--- src/rtl/run_pkg.sv ---
// Shared types and constants for the run-control / self-check block.
package run_pkg;

  typedef enum logic [2:0] {
    IDLE     = 3'd0,
    HOLD     = 3'd1,
    RUN      = 3'd2,
    CHK_ADDR = 3'd3,
    CHK_CMP  = 3'd4,
    DONE     = 3'd5
  } run_state_t;

  // jal x0,0 : the core spins on itself at end of program
  localparam logic [31:0] HALT_JAL_SELF = 32'h0000006F;

  // Width of fail_index: enough for every check index plus an all-ones "none" code
  function automatic int unsigned fi_width(input int unsigned n);
    return $clog2(n) + 1;
  endfunction

endpackage

--- src/rtl/run_control_sat_counter.sv ---
// Clearable up-counter that sticks at all-ones instead of wrapping.
module sat_counter #(
  parameter int unsigned W = 16
) (
  input  logic         clk,
  input  logic         reset,
  input  logic         clr,
  input  logic         en,
  output logic [W-1:0] q
);

  always_ff @(posedge clk or negedge reset) begin
    if (!reset) begin
      q <= '0;
    end else if (clr) begin
      q <= '0;
    end else if (en && (q != '1)) begin
      q <= q + W'(1);
    end
  end

endmodule

--- src/rtl/run_control.sv ---
// Run-control for the multicycle core: holds it in reset, runs it to the halt
// idiom or a timeout, then reads back registers and produces a pass/fail verdict.
module run_control
  import run_pkg::*;
#(
  parameter int unsigned RESET_CYCLES = 4,
  parameter int unsigned TIMEOUT      = 4096,
  parameter int unsigned NUM_CHECKS   = 4,
  parameter int unsigned DATA_W       = 64,
  parameter logic [31:0] HALT_INSTR   = HALT_JAL_SELF,
  parameter int unsigned CNT_W        = 16
) (
  input  logic                                clk,
  input  logic                                reset,
  input  logic                                start,
  input  logic [31:0]                         instr,
  input  logic                                instr_valid,
  input  logic [NUM_CHECKS*5-1:0]             chk_addr_flat,
  input  logic [NUM_CHECKS*DATA_W-1:0]        chk_data_flat,
  output logic [4:0]                          dbg_addr,
  input  logic [DATA_W-1:0]                   dbg_data,
  output logic                                cpu_reset,
  output logic                                busy,
  output logic                                done,
  output logic                                pass,
  output logic                                timeout,
  output logic [fi_width(NUM_CHECKS)-1:0]     fail_index,
  output logic [CNT_W-1:0]                    cycle_count,
  output logic [CNT_W-1:0]                    instr_count
);

  localparam int unsigned    FI_W     = fi_width(NUM_CHECKS);
  localparam int unsigned    HOLD_W   = (RESET_CYCLES > 1) ? $clog2(RESET_CYCLES) : 1;
  localparam logic [FI_W-1:0] LAST_IDX = FI_W'(NUM_CHECKS - 1);

  run_state_t          state, state_nxt;
  logic [HOLD_W-1:0]   hold_cnt, hold_cnt_nxt;
  logic [FI_W-1:0]     idx, idx_nxt;
  logic [FI_W-1:0]     fail_index_nxt;
  logic                pass_nxt, timeout_nxt;
  logic                cnt_clr, cyc_en, ins_en;
  logic [DATA_W-1:0]   exp_data;
  logic [4:0]          addr_sel;

  // Expected value for the check currently being compared
  always_comb begin
    exp_data = '0;
    for (int k = 0; k < NUM_CHECKS; k++) begin
      if (idx == FI_W'(k)) exp_data = chk_data_flat[k*DATA_W +: DATA_W];
    end
  end

  // Register index for the check about to be addressed
  always_comb begin
    addr_sel = '0;
    for (int k = 0; k < NUM_CHECKS; k++) begin
      if (idx_nxt == FI_W'(k)) addr_sel = chk_addr_flat[k*5 +: 5];
    end
  end

  // Next-state and next-result logic
  always_comb begin
    state_nxt      = state;
    hold_cnt_nxt   = hold_cnt;
    idx_nxt        = idx;
    pass_nxt       = pass;
    timeout_nxt    = timeout;
    fail_index_nxt = fail_index;
    cnt_clr        = 1'b0;
    case (state)
      IDLE, DONE: begin
        if (start) begin
          state_nxt      = HOLD;
          hold_cnt_nxt   = '0;
          cnt_clr        = 1'b1;
          pass_nxt       = 1'b0;
          timeout_nxt    = 1'b0;
          fail_index_nxt = '1;
        end
      end
      HOLD: begin
        if (hold_cnt == HOLD_W'(RESET_CYCLES - 1)) state_nxt = RUN;
        else                                       hold_cnt_nxt = hold_cnt + HOLD_W'(1);
      end
      RUN: begin
        // Halt has priority over a timeout landing on the same cycle
        if (instr_valid && (instr == HALT_INSTR)) begin
          state_nxt = CHK_ADDR;
          idx_nxt   = '0;
        end else if (cycle_count == CNT_W'(TIMEOUT - 1)) begin
          state_nxt   = DONE;
          timeout_nxt = 1'b1;
          pass_nxt    = 1'b0;
        end
      end
      CHK_ADDR: state_nxt = CHK_CMP;
      CHK_CMP: begin
        if (dbg_data != exp_data) begin
          fail_index_nxt = idx;
          pass_nxt       = 1'b0;
          state_nxt      = DONE;
        end else if (idx == LAST_IDX) begin
          pass_nxt  = 1'b1;
          state_nxt = DONE;
        end else begin
          idx_nxt   = idx + FI_W'(1);
          state_nxt = CHK_ADDR;
        end
      end
      default: state_nxt = IDLE;
    endcase
  end

  assign cyc_en = (state == RUN);
  assign ins_en = (state == RUN) && instr_valid;

  // State and registered outputs; status flags follow the state being entered
  always_ff @(posedge clk or negedge reset) begin
    if (!reset) begin
      state      <= IDLE;
      hold_cnt   <= '0;
      idx        <= '0;
      cpu_reset  <= 1'b1;
      busy       <= 1'b0;
      done       <= 1'b0;
      pass       <= 1'b0;
      timeout    <= 1'b0;
      fail_index <= '1;
      dbg_addr   <= '0;
    end else begin
      state      <= state_nxt;
      hold_cnt   <= hold_cnt_nxt;
      idx        <= idx_nxt;
      cpu_reset  <= (state_nxt != RUN);
      busy       <= (state_nxt != IDLE) && (state_nxt != DONE);
      done       <= (state_nxt == DONE);
      pass       <= pass_nxt;
      timeout    <= timeout_nxt;
      fail_index <= fail_index_nxt;
      if (state_nxt == CHK_ADDR) dbg_addr <= addr_sel;
    end
  end

  sat_counter #(.W(CNT_W)) u_cycle_cnt (
    .clk   (clk),
    .reset (reset),
    .clr   (cnt_clr),
    .en    (cyc_en),
    .q     (cycle_count)
  );

  sat_counter #(.W(CNT_W)) u_instr_cnt (
    .clk   (clk),
    .reset (reset),
    .clr   (cnt_clr),
    .en    (ins_en),
    .q     (instr_count)
  );

endmodule
--- config.mk ---
export PLATFORM = sky130hd
export DESIGN_NAME = run_control
export DESIGN_NICKNAME = d
export VERILOG_FILES = /design/src/rtl/run_pkg.sv /design/src/rtl/run_control_sat_counter.sv /design/src/rtl/run_control.sv
export SDC_FILE = /design/constraint.sdc
export NUM_CORES = 1
export LEC_CHECK = 0
export ABC_AREA = 0
export CORE_AREA = 3 3 165 167
export CTS_CLUSTER_DIAMETER = 200
export CTS_CLUSTER_SIZE = 25
export DETAILED_ROUTE_END_ITERATION = 7
export DIE_AREA = 0 0 168 170
export PLACE_DENSITY = 0.66
export SYNTH_ARGS = -nofsm -noshare
export SYNTH_HDL_FRONTEND = slang
export SYNTH_SLANG_ARGS = --single-unit
--- constraint.sdc ---
create_clock -name clk -period 11.15 [get_ports clk]
set_clock_uncertainty 0.05 [all_clocks]
set_input_delay 2.23 -clock clk [delete_from_list [all_inputs] [get_ports clk]]
set_output_delay 2.23 -clock clk [all_outputs]
set_load 0.01 [all_outputs]
Yosys cells after proc, flatten, opt, wreduce, memory -nomap -nowiden --
Cells that the tools add are included.
Word-level totals: register bits 53, bits of input ports 376, output and inout bits 45, word-level logic and storage cells 103
Operators by class: add/subtract/negate cells 4, equal/unequal tests 27, muxes and demuxes 40, reduce and logical (&&, ||, !) cells 20
Operators by type and width (count):
- two-way mux 64 bit | 4
- two-way mux 16 bit | 4
- != test 64 bit | 1
- two-way mux 3 bit | 11
- adder 16 x 1 -> 16 bit, second input constant | 2
- == test 32 x 7 -> 1 bit, second input constant | 1
- != test 16 bit, second input constant | 2
- == test 3 x 2 -> 1 bit, second input constant | 7
- two-way mux 5 bit | 4
- == test 16 x 12 -> 1 bit, second input constant | 1
- one-hot mux 3 bit (5 select lines) | 1
- one-hot mux 3 bit (2 select lines) | 2
- != test 2 bit, second input constant | 5
- nonzero test 2 bit | 5
- == test 3 x 1 -> 1 bit, second input constant | 3
- == test 3 bit, second input constant | 3
- zero test 3 bit | 3
- two-way mux 1 bit | 9
- != test 3 bit, second input constant | 2
- AND reduction 3 bit | 2
- nonzero test 3 bit | 2
- logical AND 1 bit | 5
- AND reduction 5 bit | 1
- two-way mux 2 bit | 2
- 9 further kinds | 9

Longest topological paths before layout --
depth after elaboration 13, depth in mapped cells 18, gate-level depth less buffers 13

Modules after synthesis --
From an unflattened synthesis, not the netlist that was laid out.
Unflattened totals: cells, all modules 1061, area total of the unflattened synthesis 7606.0 um^2
Modules (own cells, without submodules):
- run_control | instances 1, cells each 865, area an instance 5721.7 um^2, sequential area each 530.5 um^2
- sat_counter | instances 2, cells each 98, area an instance 942.2 um^2, sequential area each 400.4 um^2

Worst setup path before layout --
OpenSTA, ideal clock, no wires.
kind input port to flip-flop, start point input chk_data_flat[222], end point register dbg_addr[3], library setup time 80 ps, arrival time 5073 ps, data required time 11020 ps, slack 5947 ps, stages 12, buffers on the path 1, path through nor2b_1 a2111oi_2 nand4_1 o41ai_1 nand4b_1 or4_4 or3_4 mux2i_1 or2_1 buf_2 o311a_1 nor3_2
Between the ends: cells in the longest elaborated chain, start to end 9, elaborated cells on any way between the ends 15, classes of those cells eq/ne (5); mux (9); reduce/logical (1)
Ends and longest elaborated chain:
- start: declaration | line run_control.sv:19 | input logic [NUM_CHECKS*DATA_W-1:0] chk_data_flat,
- two-way mux 64 bit (*) | line run_control.sv:49 | if (idx == FI_W'(k)) exp_data = chk_data_flat[k*DATA_W +: DATA_W];
- != test 64 bit (*) | line run_control.sv:98 | if (dbg_data != exp_data) begin
- two-way mux 3 bit (*) | line run_control.sv:98
- one-hot mux 3 bit (2 select lines) (*) | line run_control.sv:70 | case (state)
- via idx_nxt[1] | line run_control.sv:38 | logic [FI_W-1:0] idx, idx_nxt;
- zero test 3 bit | line run_control.sv:57 | if (idx_nxt == FI_W'(k)) addr_sel = chk_addr_flat[k*5 +: 5];
- two-way mux 5 bit (3 in series) | line run_control.sv:57
- two-way mux 5 bit (*) | line run_control.sv:57
- end signal: assignment | line run_control.sv:140 | if (state_nxt == CHK_ADDR) dbg_addr <= addr_sel;
- end: declaration | line run_control.sv:20 | output logic [4:0] dbg_addr,
Mark *: on every way through the listed nets, which the timed path passes. The rest lies on a longest branch. A chain may end at the register's enable or synchronous reset.

Worst setup path in the final report --
start point input dbg_data[15], end point register dbg_addr[0]
Between the ends: cells in the longest elaborated chain, start to end 8, elaborated cells on any way between the ends 14, classes of those cells eq/ne (5); mux (8); reduce/logical (1)
Ends and longest elaborated chain:
- start: declaration | line run_control.sv:21 | input logic [DATA_W-1:0] dbg_data,
- != test 64 bit (*) | line run_control.sv:98
- two-way mux 3 bit | line run_control.sv:98
- one-hot mux 3 bit (2 select lines) | line run_control.sv:70
- zero test 3 bit | line run_control.sv:57
- two-way mux 5 bit (4 in series) | line run_control.sv:57
Mark *: on every way between the ends. The rest lies on a longest branch, timed or not.

==> reports/summary.txt <==
NumNets Final: 1,879
Power Internal: 515 uW
RSZ-0062 raised after global routing: no
slew margin rel.: 14.1%
Worst Tran Pin Value: 1280 ps
largest cells by area after synthesis: dfrtp_1, a21oi_1, nand3b_1
Antenna Violating Nets Remaining: 0
TritonCTS Sinks: 53
DRC: 0
setup bufs post-CTS: 0
H-Tree Depth: 2
met3 Use GR: 6.64%
Top Ports: 421
via/cell ratio: 5.98
DIE HEIGHT: 170 um
Fin. Hold Viols: 0
required time of the critical path: 11,340 ps
Final Max Tran Viols: 0
post-synth top area cell: dfrtp_1
share of layout cells above drive strength 1: 3.88%
dpl cells: 1,824
CP Max Fanout: 12
maximum VDD drop: 0.0806 mV
cell count after synthesis: 1,129
Fillers: 2,601
most frequent cells in the layout: clkdlybuf4s50_1, a21oi_1, nand2_1
commonest non-fill, non-tap cell in the layout: clkdlybuf4s50_1
Area growth, synth to finish: 55.6%
Yosys cell types: 92
NetSw: 278 uW
Worst Hold Slack: 450 ps
Setup crit end kind: register
Hold Buf Count CTS: 0
clock transition at the registers of the reported paths: 70 ps
global-route wire length before repair: 67.9 mm
vias in the first global route: 10,881
IO buf count: 420
combinational power share: 50.1%
Lkg Pwr: 4.68 nW
fin crit period: 6340 ps
Rows: 59
GRT Util Overall: 30.7%
Setup TNS: 0 ps
Final Setup Violations: 0
top_reg_cell synth: dfrtp_1
GP Congestion: 1.05
sequential share of power: 30.0%
clock network fraction of design power: 19.9%
syn nets: 1,512
Final Core Density: 48.7%
outcome: completed
fmax: 158 MHz
total CTS buffers: 5
met2 usage: 53.6%
Post-Route WL: 46.5 mm
sequential fraction of the synthesis area: 16.4%
crit path DAT: 6520 ps
Hold WC Path Type: register to register
TritonCTS clock tree: done
Yosys reg bits: 53
Max-Cap Viols: 0
post-DP HPWL: 37.6 mm
Finished Layout Cells: 1,837
core area: 25,900 um2
number of enable flip-flop cells after synthesis: 0
period utilization: 56.8%
average size of a mapped cell: 7.19 um2
Async SR Flop Fraction: 100%
switch share: 35.0%
synth warn: 0
Crit Path Class: primary input to register
grt ovf: 0
drt wl/cell: 25.3 um
CTS max path bufs: 2
area share of the leading cell type in the synthesized netlist: 15.1%
M1 GR Usage: 36.5%
die area: 28,600 um2
clk root buf: clkbuf_16
Die Width: 168 um
Via Count: 10,993
Starting Density: 31.3%
Worst Setup Start Kind: primary input
synthesized area: 8110 um2
grt peak-use layer: met2
First DRT Iteration DRCs: 1,121
largest net degree at the start of global routing: 80
Power per Cell Area: 62.9 nW/um2
Clock Latency Late Sink: 290 ps
antenna violations before repair: 10
first drt pass iteration count: 7
post-cts resize count: 0
[cell families (layout without fill, tap and decap cells)]
family	after synthesis	after routing	share of synthesized area, %
DFF	53	53	16.4
buffers and inverters	138	505	7.97
AOI/OAI and AO/OA	354	354	30.2
adders and majority gates	7	7	1.08
other	0	6	0
and+or+nand+nor	501	501	35.6
muxes	24	24	3.15
xor gates and xnor gates	52	52	5.61
[path summary, 6_finish.rpt]
kind / startpoint / cells past startpoint / slack (ps) / endpoint
worst max register to register: idx[0]$_DFF_PN0_ / 14 / 5320 / dbg_addr[0]$_DFFE_PN0N_
worst max-delay path: dbg_data[15] / 12 / 4810 / dbg_addr[0]$_DFFE_PN0N_
worst min-delay path: timeout$_DFFE_PN0P_ / 2 / 450 / timeout$_DFFE_PN0P_
min in group asynchronous: reset / 2 / 2010 / u_instr_cnt.q[9]$_DFFE_PN0P_
worst min register to register: timeout$_DFFE_PN0P_ / 2 / 450 / timeout$_DFFE_PN0P_
max in group asynchronous: reset / 2 / 8540 / idx[2]$_DFF_PN0_
[area by class of cell]
class	instances	area, um2	share of cell area (%)
Sequential cell	53	1330	10.6
Clock buffer	6	139	1.10
Tap cell	335	419	3.32
Timing Repair Buffer	431	4280	33.9
Inverter	67	251	1.99
Multi-Input combinational cell	938	6170	48.9
Clock inverter	1	7.51	0.0595
Antenna cell	6	15.0	0.119
[cell usage after synthesis (8+ instances only)]
library cell,count
a21oi_1,92
nand2_1,84
nor2_1,66
inv_1,64
o21ai_0,60
nand3_1,53
nor2b_1,53
dfrtp_1,49
nand3b_1,47
xor2_1,34
nand4_1,33
buf_2,28
nand2b_1,27
nor4_1,27
clkbuf_1,23
nor3_1,21
xnor2_1,18
mux2i_1,17
nor3b_1,16
or3_1,15
a221oi_1,13
o22ai_1,13
a211oi_1,12
buf_4,11
o31ai_1,11
a2111oi_0,10
a31oi_1,10
o211a_1,10
o21ai_1,10
o2111ai_1,8
o211ai_1,8
[power groups by stage]
| stage | registers [mW] | clock network [mW] | logic, mW |
|---|---|---|---|
| after detailed placement | 0.241 | 0 | 0.394 |
| after global placement | 0.241 | 0 | 0.391 |
| after floorplan | 0.235 | 0 | 0.160 |
| after CTS | 0.238 | 0.161 | 0.396 |
| final | 0.238 | 0.158 | 0.397 |
| after global routing | 0.242 | 0.169 | 0.429 |
[worst max-delay path, cell delays in order]
cell             delay [ps]
clkdlybuf4s50_1         660
nor2b_1                 280
a2111oi_2               280
nand4_1                 140
o41ai_1                 580
nand4b_1                210
or4_4                   570
or3_4                   490
mux2i_1                 200
or2_1                   370
o311ai_1                330
o211a_1                 190
[sequential cells by signal, summed over array words and instances (netlist names), 2 cells and up]
register	flops
u_cycle_cnt.q	16
idx	3
fail_index	3
state	3
u_instr_cnt.q	16
dbg_addr	5
hold_cnt	2
[per-stage QoR]
step	area (um2)	total power, mW	worst slack [ps]
2_1_floorplan	8110	0.395	5950
3_3_place_gp	12500	0.632	4620
3_5_place_dp	12500	0.635	4590
4_1_cts	12600	0.796	4890
5_1_grt	12600	0.840	4680
6_report	12600	0.794	4810
[routing by layer]
metal / vias up / share of wire (%)
li1: 5026 / -
met1: 5151 / 38
met2: 690 / 48
met3: 112 / 9.4
met4: 14 / 4.8
met5: - / 0.22
(Power assumes the default switching activity.)
